===== config.mk =====
export PLATFORM = sky130hd
export DESIGN_NAME = pc_sequencer_flat
export DESIGN_NICKNAME = d
export VERILOG_FILES = /design/src/rtl/cpu_pkg.sv /design/src/rtl/pc_sequencer_if.sv /design/src/rtl/pc_sequencer_next_pc_select.sv /design/src/rtl/pc_sequencer.sv /design/src/flat_wrapper.sv
export SDC_FILE = /design/constraint.sdc
export NUM_CORES = 1
export LEC_CHECK = 0
export CAP_MARGIN = 20
export CELL_PAD_IN_SITES_DETAIL_PLACEMENT = 0
export CELL_PAD_IN_SITES_GLOBAL_PLACEMENT = 1
export CORE_ASPECT_RATIO = 1.4
export CORE_MARGIN = 4
export CORE_UTILIZATION = 29
export CTS_BUF_LIST = sky130_fd_sc_hd__clkbuf_16
export DETAILED_ROUTE_END_ITERATION = 10
export PLACE_DENSITY_LB_ADDON = 0.2
export SLEW_MARGIN = 20
export SYNTH_ARGS = -nofsm -noshare
export SYNTH_HDL_FRONTEND = slang
export SYNTH_HIERARCHICAL = 1
export SYNTH_SLANG_ARGS = --single-unit

===== constraint.sdc =====
create_clock -name clk -period 5.5 [get_ports clk]
set_input_delay 0.825 -clock clk [delete_from_list [all_inputs] [get_ports clk]]
set_output_delay 0.825 -clock clk [all_outputs]
set_load 0.01 [all_outputs]

===== src/rtl/cpu_pkg.sv =====
// Shared types and constants for the fetch-side program counter logic.
// Holds the FSM states, the next-PC select codes and the J-type target helper.
package cpu_pkg;

    localparam int unsigned INSTR_BYTES      = 4;
    localparam logic [31:0] RESET_PC_DEFAULT = 32'h0000_0000;

    typedef enum logic [1:0] {
        BOOT,
        RUN,
        HALT
    } state_e;

    typedef enum logic [2:0] {
        SEL_SEQ,
        SEL_HOLD,
        SEL_BR,
        SEL_JR,
        SEL_J
    } pc_sel_e;

    // The upper nibble comes from the ID instruction's PC+4, not from the fetch PC.
    function automatic logic [31:0] j_target(input logic [31:0] pc_plus4,
                                             input logic [25:0] field);
        return {pc_plus4[31:28], field, 2'b00};
    endfunction

endpackage


===== src/rtl/pc_sequencer_if.sv =====
// Bundle of hazard/ID/EX requests and fetch-side outputs of the PC sequencer.
// master = the sequencer itself, slave = the surrounding pipeline.
interface pc_sequencer_if #(
    parameter int CNT_W = 16
);
    logic              stall;
    logic              id_jump;
    logic              id_jr;
    logic [31:0]       id_pc_plus4;
    logic [25:0]       jump_field;
    logic [31:0]       jr_target;
    logic              ex_branch_taken;
    logic [31:0]       ex_branch_target;
    logic              halt_req;
    logic [31:0]       pc;
    logic [31:0]       pc_plus4;
    logic              fetch_valid;
    logic              flush_if;
    logic              flush_id;
    logic              halted;
    logic              misalign_err;
    logic [CNT_W-1:0]  redirect_cnt;

    modport master (
        input  stall, id_jump, id_jr, id_pc_plus4, jump_field, jr_target,
               ex_branch_taken, ex_branch_target, halt_req,
        output pc, pc_plus4, fetch_valid, flush_if, flush_id, halted,
               misalign_err, redirect_cnt
    );

    modport slave (
        output stall, id_jump, id_jr, id_pc_plus4, jump_field, jr_target,
               ex_branch_taken, ex_branch_target, halt_req,
        input  pc, pc_plus4, fetch_valid, flush_if, flush_id, halted,
               misalign_err, redirect_cnt
    );

endinterface


===== src/rtl/pc_sequencer_next_pc_select.sv =====
// Priority encoder for the next fetch address: branch > JR > J > halt > stall > sequential.
// Purely combinational; the caller gates its outputs with the RUN state.
module next_pc_select
    import cpu_pkg::*;
(
    input  logic        stall,
    input  logic        id_jump,
    input  logic        id_jr,
    input  logic [31:0] id_pc_plus4,
    input  logic [25:0] jump_field,
    input  logic [31:0] jr_target,
    input  logic        ex_branch_taken,
    input  logic [31:0] ex_branch_target,
    input  logic        halt_req,
    output pc_sel_e     sel,
    output logic [31:0] target,
    output logic        flush_if,
    output logic        flush_id,
    output logic        misalign,
    output logic        go_halt
);

    pc_sel_e req;

    always_comb begin
        req      = SEL_SEQ;
        sel      = SEL_SEQ;
        target   = ex_branch_target;
        flush_if = 1'b0;
        flush_id = 1'b0;
        misalign = 1'b0;
        go_halt  = 1'b0;

        // A taken branch means the ID instruction is on the wrong path, so stall is moot.
        if (ex_branch_taken) begin
            req    = SEL_BR;
            target = ex_branch_target;
        end else if (!stall && id_jr) begin
            req    = SEL_JR;
            target = jr_target;
        end else if (!stall && id_jump) begin
            req    = SEL_J;
            target = j_target(id_pc_plus4, jump_field);
        end else if (!stall && halt_req) begin
            req     = SEL_HOLD;
            go_halt = 1'b1;
        end else if (stall) begin
            req = SEL_HOLD;
        end

        sel = req;
        if (req == SEL_BR || req == SEL_JR || req == SEL_J) begin
            // A misaligned target is refused outright: no PC move, no flush.
            if (target[1:0] != 2'b00) begin
                misalign = 1'b1;
                sel      = SEL_HOLD;
            end else begin
                flush_if = 1'b1;
                flush_id = (req == SEL_BR);
            end
        end
    end

endmodule


===== src/rtl/pc_sequencer.sv =====
// Program counter, BOOT/RUN/HALT FSM and saturating redirect counter.
// Next-PC choice is delegated to next_pc_select; flushes are live only in RUN.
module pc_sequencer
    import cpu_pkg::*;
#(
    parameter logic [31:0] RESET_PC = RESET_PC_DEFAULT,
    parameter int          CNT_W    = 16
) (
    input  logic           clk,
    input  logic           reset,
    pc_sequencer_if.master bus
);

    state_e           state_q, state_d;
    logic [31:0]      pc_q, pc_d;
    logic             fetch_valid_q, fetch_valid_d;
    logic             halted_q, halted_d;
    logic             misalign_err_q, misalign_err_d;
    logic [CNT_W-1:0] redirect_cnt_q, redirect_cnt_d;

    pc_sel_e     sel;
    logic [31:0] target;
    logic        sel_flush_if;
    logic        sel_flush_id;
    logic        sel_misalign;
    logic        sel_go_halt;
    logic        running;

    next_pc_select u_next_pc_select (
        .stall            (bus.stall),
        .id_jump          (bus.id_jump),
        .id_jr            (bus.id_jr),
        .id_pc_plus4      (bus.id_pc_plus4),
        .jump_field       (bus.jump_field),
        .jr_target        (bus.jr_target),
        .ex_branch_taken  (bus.ex_branch_taken),
        .ex_branch_target (bus.ex_branch_target),
        .halt_req         (bus.halt_req),
        .sel              (sel),
        .target           (target),
        .flush_if         (sel_flush_if),
        .flush_id         (sel_flush_id),
        .misalign         (sel_misalign),
        .go_halt          (sel_go_halt)
    );

    assign running = (state_q == RUN) && !reset;

    always_comb begin
        state_d        = state_q;
        pc_d           = pc_q;
        misalign_err_d = misalign_err_q;
        redirect_cnt_d = redirect_cnt_q;

        case (state_q)
            BOOT: state_d = RUN;
            RUN: begin
                case (sel)
                    SEL_SEQ: pc_d = pc_q + 32'(INSTR_BYTES);
                    SEL_BR, SEL_JR, SEL_J: begin
                        pc_d = target;
                        if (redirect_cnt_q != {CNT_W{1'b1}}) begin
                            redirect_cnt_d = redirect_cnt_q + 1'b1;
                        end
                    end
                    default: pc_d = pc_q;
                endcase
                if (sel_misalign) begin
                    misalign_err_d = 1'b1;
                    state_d        = HALT;
                end
                if (sel_go_halt) begin
                    state_d = HALT;
                end
            end
            default: state_d = HALT;
        endcase

        fetch_valid_d = (state_d == RUN);
        halted_d      = (state_d == HALT);
    end

    always_ff @(posedge clk) begin
        if (reset) begin
            state_q        <= BOOT;
            pc_q           <= RESET_PC;
            fetch_valid_q  <= 1'b0;
            halted_q       <= 1'b0;
            misalign_err_q <= 1'b0;
            redirect_cnt_q <= '0;
        end else begin
            state_q        <= state_d;
            pc_q           <= pc_d;
            fetch_valid_q  <= fetch_valid_d;
            halted_q       <= halted_d;
            misalign_err_q <= misalign_err_d;
            redirect_cnt_q <= redirect_cnt_d;
        end
    end

    assign bus.pc           = pc_q;
    assign bus.pc_plus4     = pc_q + 32'(INSTR_BYTES);
    assign bus.fetch_valid  = fetch_valid_q;
    assign bus.halted       = halted_q;
    assign bus.misalign_err = misalign_err_q;
    assign bus.redirect_cnt = redirect_cnt_q;
    assign bus.flush_if     = running && sel_flush_if;
    assign bus.flush_id     = running && sel_flush_id;

endmodule


===== src/flat_wrapper.sv =====
// flat-port wrapper written by rule: the top's interface ports become plain ports
module pc_sequencer_flat import cpu_pkg::*;
#(
    parameter logic [31:0] RESET_PC = RESET_PC_DEFAULT,
    parameter int          CNT_W    = 16
)
  (clk, reset, bus_stall, bus_id_jump, bus_id_jr, bus_id_pc_plus4, bus_jump_field, bus_jr_target, bus_ex_branch_taken, bus_ex_branch_target, bus_halt_req, bus_pc, bus_pc_plus4, bus_fetch_valid, bus_flush_if, bus_flush_id, bus_halted, bus_misalign_err, bus_redirect_cnt);
  pc_sequencer_if #(.CNT_W(CNT_W)) bus_i ();
  input  logic clk;
  input  logic reset;
  input wire logic [$bits(bus_i.stall)-1:0] bus_stall;
  input wire logic [$bits(bus_i.id_jump)-1:0] bus_id_jump;
  input wire logic [$bits(bus_i.id_jr)-1:0] bus_id_jr;
  input wire logic [$bits(bus_i.id_pc_plus4)-1:0] bus_id_pc_plus4;
  input wire logic [$bits(bus_i.jump_field)-1:0] bus_jump_field;
  input wire logic [$bits(bus_i.jr_target)-1:0] bus_jr_target;
  input wire logic [$bits(bus_i.ex_branch_taken)-1:0] bus_ex_branch_taken;
  input wire logic [$bits(bus_i.ex_branch_target)-1:0] bus_ex_branch_target;
  input wire logic [$bits(bus_i.halt_req)-1:0] bus_halt_req;
  output wire logic [$bits(bus_i.pc)-1:0] bus_pc;
  output wire logic [$bits(bus_i.pc_plus4)-1:0] bus_pc_plus4;
  output wire logic [$bits(bus_i.fetch_valid)-1:0] bus_fetch_valid;
  output wire logic [$bits(bus_i.flush_if)-1:0] bus_flush_if;
  output wire logic [$bits(bus_i.flush_id)-1:0] bus_flush_id;
  output wire logic [$bits(bus_i.halted)-1:0] bus_halted;
  output wire logic [$bits(bus_i.misalign_err)-1:0] bus_misalign_err;
  output wire logic [$bits(bus_i.redirect_cnt)-1:0] bus_redirect_cnt;
  assign bus_i.stall = bus_stall;
  assign bus_i.id_jump = bus_id_jump;
  assign bus_i.id_jr = bus_id_jr;
  assign bus_i.id_pc_plus4 = bus_id_pc_plus4;
  assign bus_i.jump_field = bus_jump_field;
  assign bus_i.jr_target = bus_jr_target;
  assign bus_i.ex_branch_taken = bus_ex_branch_taken;
  assign bus_i.ex_branch_target = bus_ex_branch_target;
  assign bus_i.halt_req = bus_halt_req;
  assign bus_pc = bus_i.pc;
  assign bus_pc_plus4 = bus_i.pc_plus4;
  assign bus_fetch_valid = bus_i.fetch_valid;
  assign bus_flush_if = bus_i.flush_if;
  assign bus_flush_id = bus_i.flush_id;
  assign bus_halted = bus_i.halted;
  assign bus_misalign_err = bus_i.misalign_err;
  assign bus_redirect_cnt = bus_i.redirect_cnt;
  pc_sequencer #(.RESET_PC(RESET_PC), .CNT_W(CNT_W)) u_core (.clk(clk), .reset(reset), .bus(bus_i));
endmodule

* Yosys cells after proc, flatten, opt, wreduce, memory -nomap -nowiden *
Cells that the tools add are included.

storage, ports and cells
  register bits after elaboration = 53
  output and inout port bits = 85

operators by class
  add/subtract/negate cells = 2
  eq/ne operators = 10
  mux-type cells = 24
  reductions and logical operators = 18

operator list
  operator                                                               count
  32-bit 2-to-1 mux                                                      3
  32-bit case mux with 2 select lines                                    1
  32-bit by 3-bit adder with 32-bit output, second input constant        1
  16-bit by 1-bit adder with 16-bit output, second input constant        1
  16-bit != test, second input constant                                  1
  3-bit 2-to-1 mux                                                       5
  3-bit by 2-bit equality test with 1-bit output, second input constant  4
  1-bit 2-to-1 mux                                                       12
  3-bit equality test, second input constant                             2
  1-bit logical AND                                                      6
  2-bit by 1-bit equality test with 1-bit output, second input constant  2
  2-bit 2-to-1 mux                                                       2
  2-bit case mux with 2 select lines                                     1
  2-bit AND reduction                                                    2
  2-bit nonzero test                                                     2
  3-bit zero test                                                        1
  3-bit AND reduction                                                    1
  3-bit OR reduction                                                     1
  2-bit equality test, second input constant                             1
  1-bit zero test                                                        2
  2-bit zero test                                                        1
  1-bit logical OR                                                       2

* Logic depth before layout (Yosys ltp) *
  depth in word-level cells = 14
  mapped depth = 12

* Cells and area by module *
The synthesis kept the hierarchy.

by module, submodules not included
  module          times used  cells each  area an instance (sq um)
  pc_sequencer    1           417         3294.4
  next_pc_select  1           93          616.8

* Least setup slack after synthesis *
OpenSTA, ideal clock, no wires.

  path type = input to register
  start = in bus_stall
  end = reg u_core.redirect_cnt_q[7] (netlist: u_core/bus.redirect_cnt[7])
  setup time = 0.128 ns
  arrival time = 2.678 ns
  slack = 2.695 ns
  stages on the path = 10
  path buffers = 1
  cells stage by stage = nor2_2 and2_1 buf_2 a21oi_1 o22ai_1 or3b_1 a2111o_1 nor3b_1 xnor2_1 nor2_1

between the ends
  word-level cells in the longest chain between the ends = 13

ends and longest elaborated chain
  item                                                                                   RTL line                                                                                                 text
  start: declaration                                                                     flat_wrapper.sv:11                                                                                       input wire logic [$bits(bus_i.stall)-1:0] bus_stall;
  1-bit zero test                                                                        pc_sequencer_next_pc_select.sv:38, pc_sequencer_next_pc_select.sv:41, pc_sequencer_next_pc_select.sv:44
  1-bit logical AND                                                                      pc_sequencer_next_pc_select.sv:44                                                                        end else if (!stall && halt_req) begin
  1-bit 2-to-1 mux                                                                       pc_sequencer_next_pc_select.sv:44
  3-bit 2-to-1 mux                                                                       pc_sequencer_next_pc_select.sv:41                                                                        end else if (!stall && id_jump) begin
  3-bit 2-to-1 mux                                                                       pc_sequencer_next_pc_select.sv:38                                                                        end else if (!stall && id_jr) begin
  3-bit 2-to-1 mux                                                                       pc_sequencer_next_pc_select.sv:35                                                                        if (ex_branch_taken) begin
  3-bit by 2-bit equality test with 1-bit output                                         pc_sequencer_next_pc_select.sv:52                                                                        if (req == SEL_BR || req == SEL_JR || req == SEL_J) begin
  1-bit logical OR (2 in a row)                                                          pc_sequencer_next_pc_select.sv:52
  3-bit 2-to-1 mux (*)                                                                   pc_sequencer_next_pc_select.sv:52
  named net u_core.sel[0]                                                                pc_sequencer.sv:21                                                                                       pc_sel_e sel;
  3-bit by 2-bit equality test with 1-bit output or 3-bit equality test (tied branches)  pc_sequencer.sv:58                                                                                       case (sel)
  3-bit OR reduction (*)                                                                 pc_sequencer.sv:58
  3-bit AND reduction (no source line) (*)                                               n/a
  end signal: assignment                                                                 pc_sequencer.sv:97                                                                                       redirect_cnt_q <= redirect_cnt_d;
  end: declaration                                                                       pc_sequencer.sv:19                                                                                       logic [CNT_W-1:0] redirect_cnt_q, redirect_cnt_d;

The timed path passes the listed nets; every way through them passes the cells marked *.
A chain may end at the register's enable or synchronous reset.

* Final worst setup path *
  start = in bus_ex_branch_taken
  end = reg u_core.pc_q[17] (netlist: u_core/bus.pc[17])

between the ends
  word-level cells in the longest chain between the ends = 9

ends and longest elaborated chain
  item                                                                                   RTL line                           text
  start: declaration                                                                     flat_wrapper.sv:17                 input wire logic [$bits(bus_i.ex_branch_taken)-1:0] bus_ex_branch_taken;
  3-bit 2-to-1 mux                                                                       pc_sequencer_next_pc_select.sv:35
  3-bit by 2-bit equality test with 1-bit output                                         pc_sequencer_next_pc_select.sv:52
  1-bit logical OR (2 in a row)                                                          pc_sequencer_next_pc_select.sv:52
  3-bit 2-to-1 mux (*)                                                                   pc_sequencer_next_pc_select.sv:52
  named net u_core.sel[0]                                                                pc_sequencer.sv:21
  3-bit by 2-bit equality test with 1-bit output or 3-bit equality test (tied branches)  pc_sequencer.sv:58
  3-bit OR reduction                                                                     pc_sequencer.sv:58
  2-bit nonzero test (no source line)                                                    n/a
  2-bit AND reduction (no source line)                                                   n/a
  end signal: assignment                                                                 pc_sequencer.sv:93                 pc_q <= pc_d;
  end: declaration                                                                       pc_sequencer.sv:15                 logic [31:0] pc_q, pc_d;

Marked as above.

==> load_flow_metrics.sql <==
INSERT INTO impl_metrics (metric_group, metric, value, unit) VALUES
('place', 'port_bufs', '185', ''),
('final_layout', 'drive_gt1_share', '5.18', '%'),
('critical_path', 'required', '5.73', 'ns'),
('grt', 'maximum_number_of_pins_on_one_net_before_global_route_repair', '49', ''),
('yosys', 'yosysMostFrequentCell', 'dfxtp_1', ''),
('critical_path', 'crit_path_max_fanout', '20', ''),
('yosys', 'yosysTopAreaCell', 'dfxtp_1', ''),
('grt', 'first_pass_grt_wire_length', '24800', 'um'),
('critical_path', 'critical_path_s_largest_stage_delay', '0.63', 'ns'),
('floorplanning', 'die-height', '145', 'um'),
('yosys', 'synthTopCellsByCount', 'dfxtp_1, nor2_1, inv_1', ''),
('sta', 'tightestPinTransition', '0.811', 'ns'),
('routing', 'detail_route.first_pass.iterations', '5', ''),
('yosys', 'synth_cells', '510', ''),
('floorplanning', 'dieArea', '15400', 'um2'),
('yosys', 'postSynthRegisterBits', '53', ''),
('grt', 'track_usage', '19.7', '%'),
('sta', 'finalCritPeriodShare', '70.4', '%'),
('yosys', 'synthesis.area_per_instance', '7.67', 'um2'),
('clocking', 'clock_tree.buffer_depth', '2', ''),
('routing', 'post-route-drc-count', '0', ''),
('hold_path', 'timing.hold.worst.class', 'reg2reg', ''),
('yosys', 'synth_flop_cell', 'dfxtp_1', ''),
('clocking', 'h_tree_lvl_count', '2', ''),
('clocking', 'postCtsSetupRepairBufs', '0', ''),
('critical_path', 'critPathKind', 'in2reg', ''),
('run_status', 'run_status', 'finished clean', ''),
('sta', 'timing.max_slew.rel_slack', '45.8', '%'),
('critical_path', 'worst-r2r-setup-slack', '3.08', 'ns'),
('critical_path', 'startpoint_type', 'input port', ''),
('sta', 'hold_viol_final', '0', ''),
('yosys', 'synth.yosys.seq_area_share', '27.1', '%'),
('yosys', 'synthesis.area', '3910', 'um2'),
('critical_path', 'critPathSlowestCell', 'clkdlybuf4s50_1', ''),
('clocking', 'path_clk_slew', '0.07', 'ns'),
('power_and_ir_drop', 'p_leak', '0.00219', 'uW'),
('yosys', 'async_reset_ff_share', '0', '%'),
('yosys', 'synthesis.yosys.warnings', '6', ''),
('clocking', 'post_cts_resized', '0', ''),
('routing', 'drt_iter0_markers', '303', ''),
('critical_path', 'cp_common_cell', 'a21oi_1', ''),
('yosys', 'synth-edff-count', '0', ''),
('floorplanning', 'initial_core_util', '30.0', '%'),
('final_layout', 'antennaDiodeCount', '0', ''),
('power_and_ir_drop', 'power_density', '169', 'nW/um2'),
('final_layout', 'layout_net_count', '806', ''),
('sta', 'timing.final.ws_setup', '1.63', 'ns'),
('clocking', 'holdBufCountCts', '0', ''),
('critical_path', 'cp_data_arrival_time', '4.10', 'ns'),
('clocking', 'tritoncts_clock_tree', 'yes', ''),
('critical_path', 'setup.worst_path.end_class', 'flop', ''),
('grt', 'antenna_found_initial', '0', ''),
('sta', 'setup-tns-final', '0', 'ns'),
('final_layout', 'fillCellCount', '1343', ''),
('sta', 'clock-skew-final', '0.00697', 'ns'),
('yosys', 'netlist.area_leader.share', '27.1', '%'),
('routing', 'dr_total_vias', '4597', ''),
('final_layout', 'regArea', '1060', 'um2'),
('clocking', 'tritoncts.num_buffers', '5', ''),
('yosys', 'postSynthNetCount', '641', ''),
('final_layout', 'multi_input_area', '2540', 'um2'),
('yosys', 'synth_cell_type_count', '69', ''),
('flow_run', 'cap_violations', '0', ''),
('place', 'routabilityCongestion', '0.834', ''),
('sta', 'maxSlewViolCount', '0', ''),
('routing', 'wl_per_cell', '18.4', 'um'),
('critical_path', 'critical_path_cell_by_cell', 'clkdlybuf4s50_1 > nor2_2 > and2_1 > a21oi_1 > o22ai_1 > or3b_1 > nand2_1 > nor2_1 > a311o_1 > a21oi_1', ''),
('floorplanning', 'core.rowCount', '49', ''),
('clocking', 'insertion_delay', '0.29', 'ns'),
('routing', 'drt.antenna.violating_nets', '0', ''),
('place', 'detailed_place_hpwl', '11700', 'um');
## cells in the final DEF, fill, tap and decap left out, types with 8 or more instances in the layout
cell	synthesis	layout
buf_4	2	8
nand2_1	38	37
a222oi_1	30	30
xnor2_1	31	31
nand3_1	21	21
inv_1	41	41
a21oi_1	32	32
nor2_1	47	46
nor3_1	16	16
nand4_1	15	15
and3_1	13	13
dfxtp_1	53	53
clkdlybuf4s50_1	0	184
o21ai_0	20	20
## state kept, by name (all words and copies together) (netlist names)
signal,cells
u_core/bus.redirect_cnt,16
u_core/bus.fetch_valid,1
u_core/bus.halted,1
u_core/bus.misalign_err,1
u_core/state_q,2
u_core/bus.pc,32
## cells by family (layout without fill, tap and decap cells)
| group | Yosys count | in the layout | synth area share (%) |
|---|---|---|---|
| xor gates and xnor gates | 38 | 38 | 8.51 |
| DFF | 53 | 53 | 27.1 |
| buffers and inverters | 76 | 242 | 8.38 |
| muxes | 6 | 6 | 1.54 |
| AOI/OAI and AO/OA | 135 | 135 | 25.0 |
| adders and majority gates | 2 | 2 | 0.640 |
| and+or+nand+nor | 200 | 200 | 28.8 |
## worst max-delay path: cells and delay by family
family          cells  cell delay (ns)
buf+inv             1             0.63
compound gates      4             0.93
simple gates        5             1.71
## where the power goes
part / internal, uW / total (uW) / switching [uW]
clock network: 165 / 312 / 147
logic: 153 / 286 / 133
registers: 398 / 420 / 21.9
## per-layer routing
metal	GRT usage [%]	share of wire [%]	up-vias
met4	7.00	2.4	0
met3	4.62	6.5	26
met2	37.0	53	152
met1	21.0	39	2184
li1	-	-	2235
met5	0	0	-
## through the flow
| step | cells | hold slack [ns] | total power (uW) |
|---|---|---|---|
| 4_1_cts | 854 | 0.499 | 1030 |
| 5_1_grt | 854 | 0.540 | 1070 |
| 6_report | 854 | 0.494 | 1020 |
| 3_5_place_dp | 846 | 0.474 | 716 |
| 2_1_floorplan | 510 | 0.461 | 551 |
| 3_3_place_gp | 846 | 0.473 | 712 |
## path summary, 6_finish.rpt
kind | cells past startpoint | startpoint | to
max reg2reg | 6 | u_core/bus.pc[2] | u_core/bus.pc[28]
min | 1 | u_core/state_q[1] | u_core/bus.fetch_valid
max | 10 | bus_ex_branch_taken | u_core/bus.pc[17]
min reg2reg | 1 | u_core/state_q[1] | u_core/bus.fetch_valid
## final cells by class
| cell class | instances | area share [%] |
|---|---|---|
| inverter | 41 | 2.56 |
| clock inverter | 3 | 0.208 |
| sequential | 53 | 17.6 |
| clock buffer | 5 | 2.08 |
| timing repair buffer | 193 | 31.7 |
| multi-input combinational | 381 | 42.1 |
| tap | 178 | 3.70 |
No activity file was read; power rests on OpenSTA's default activity.
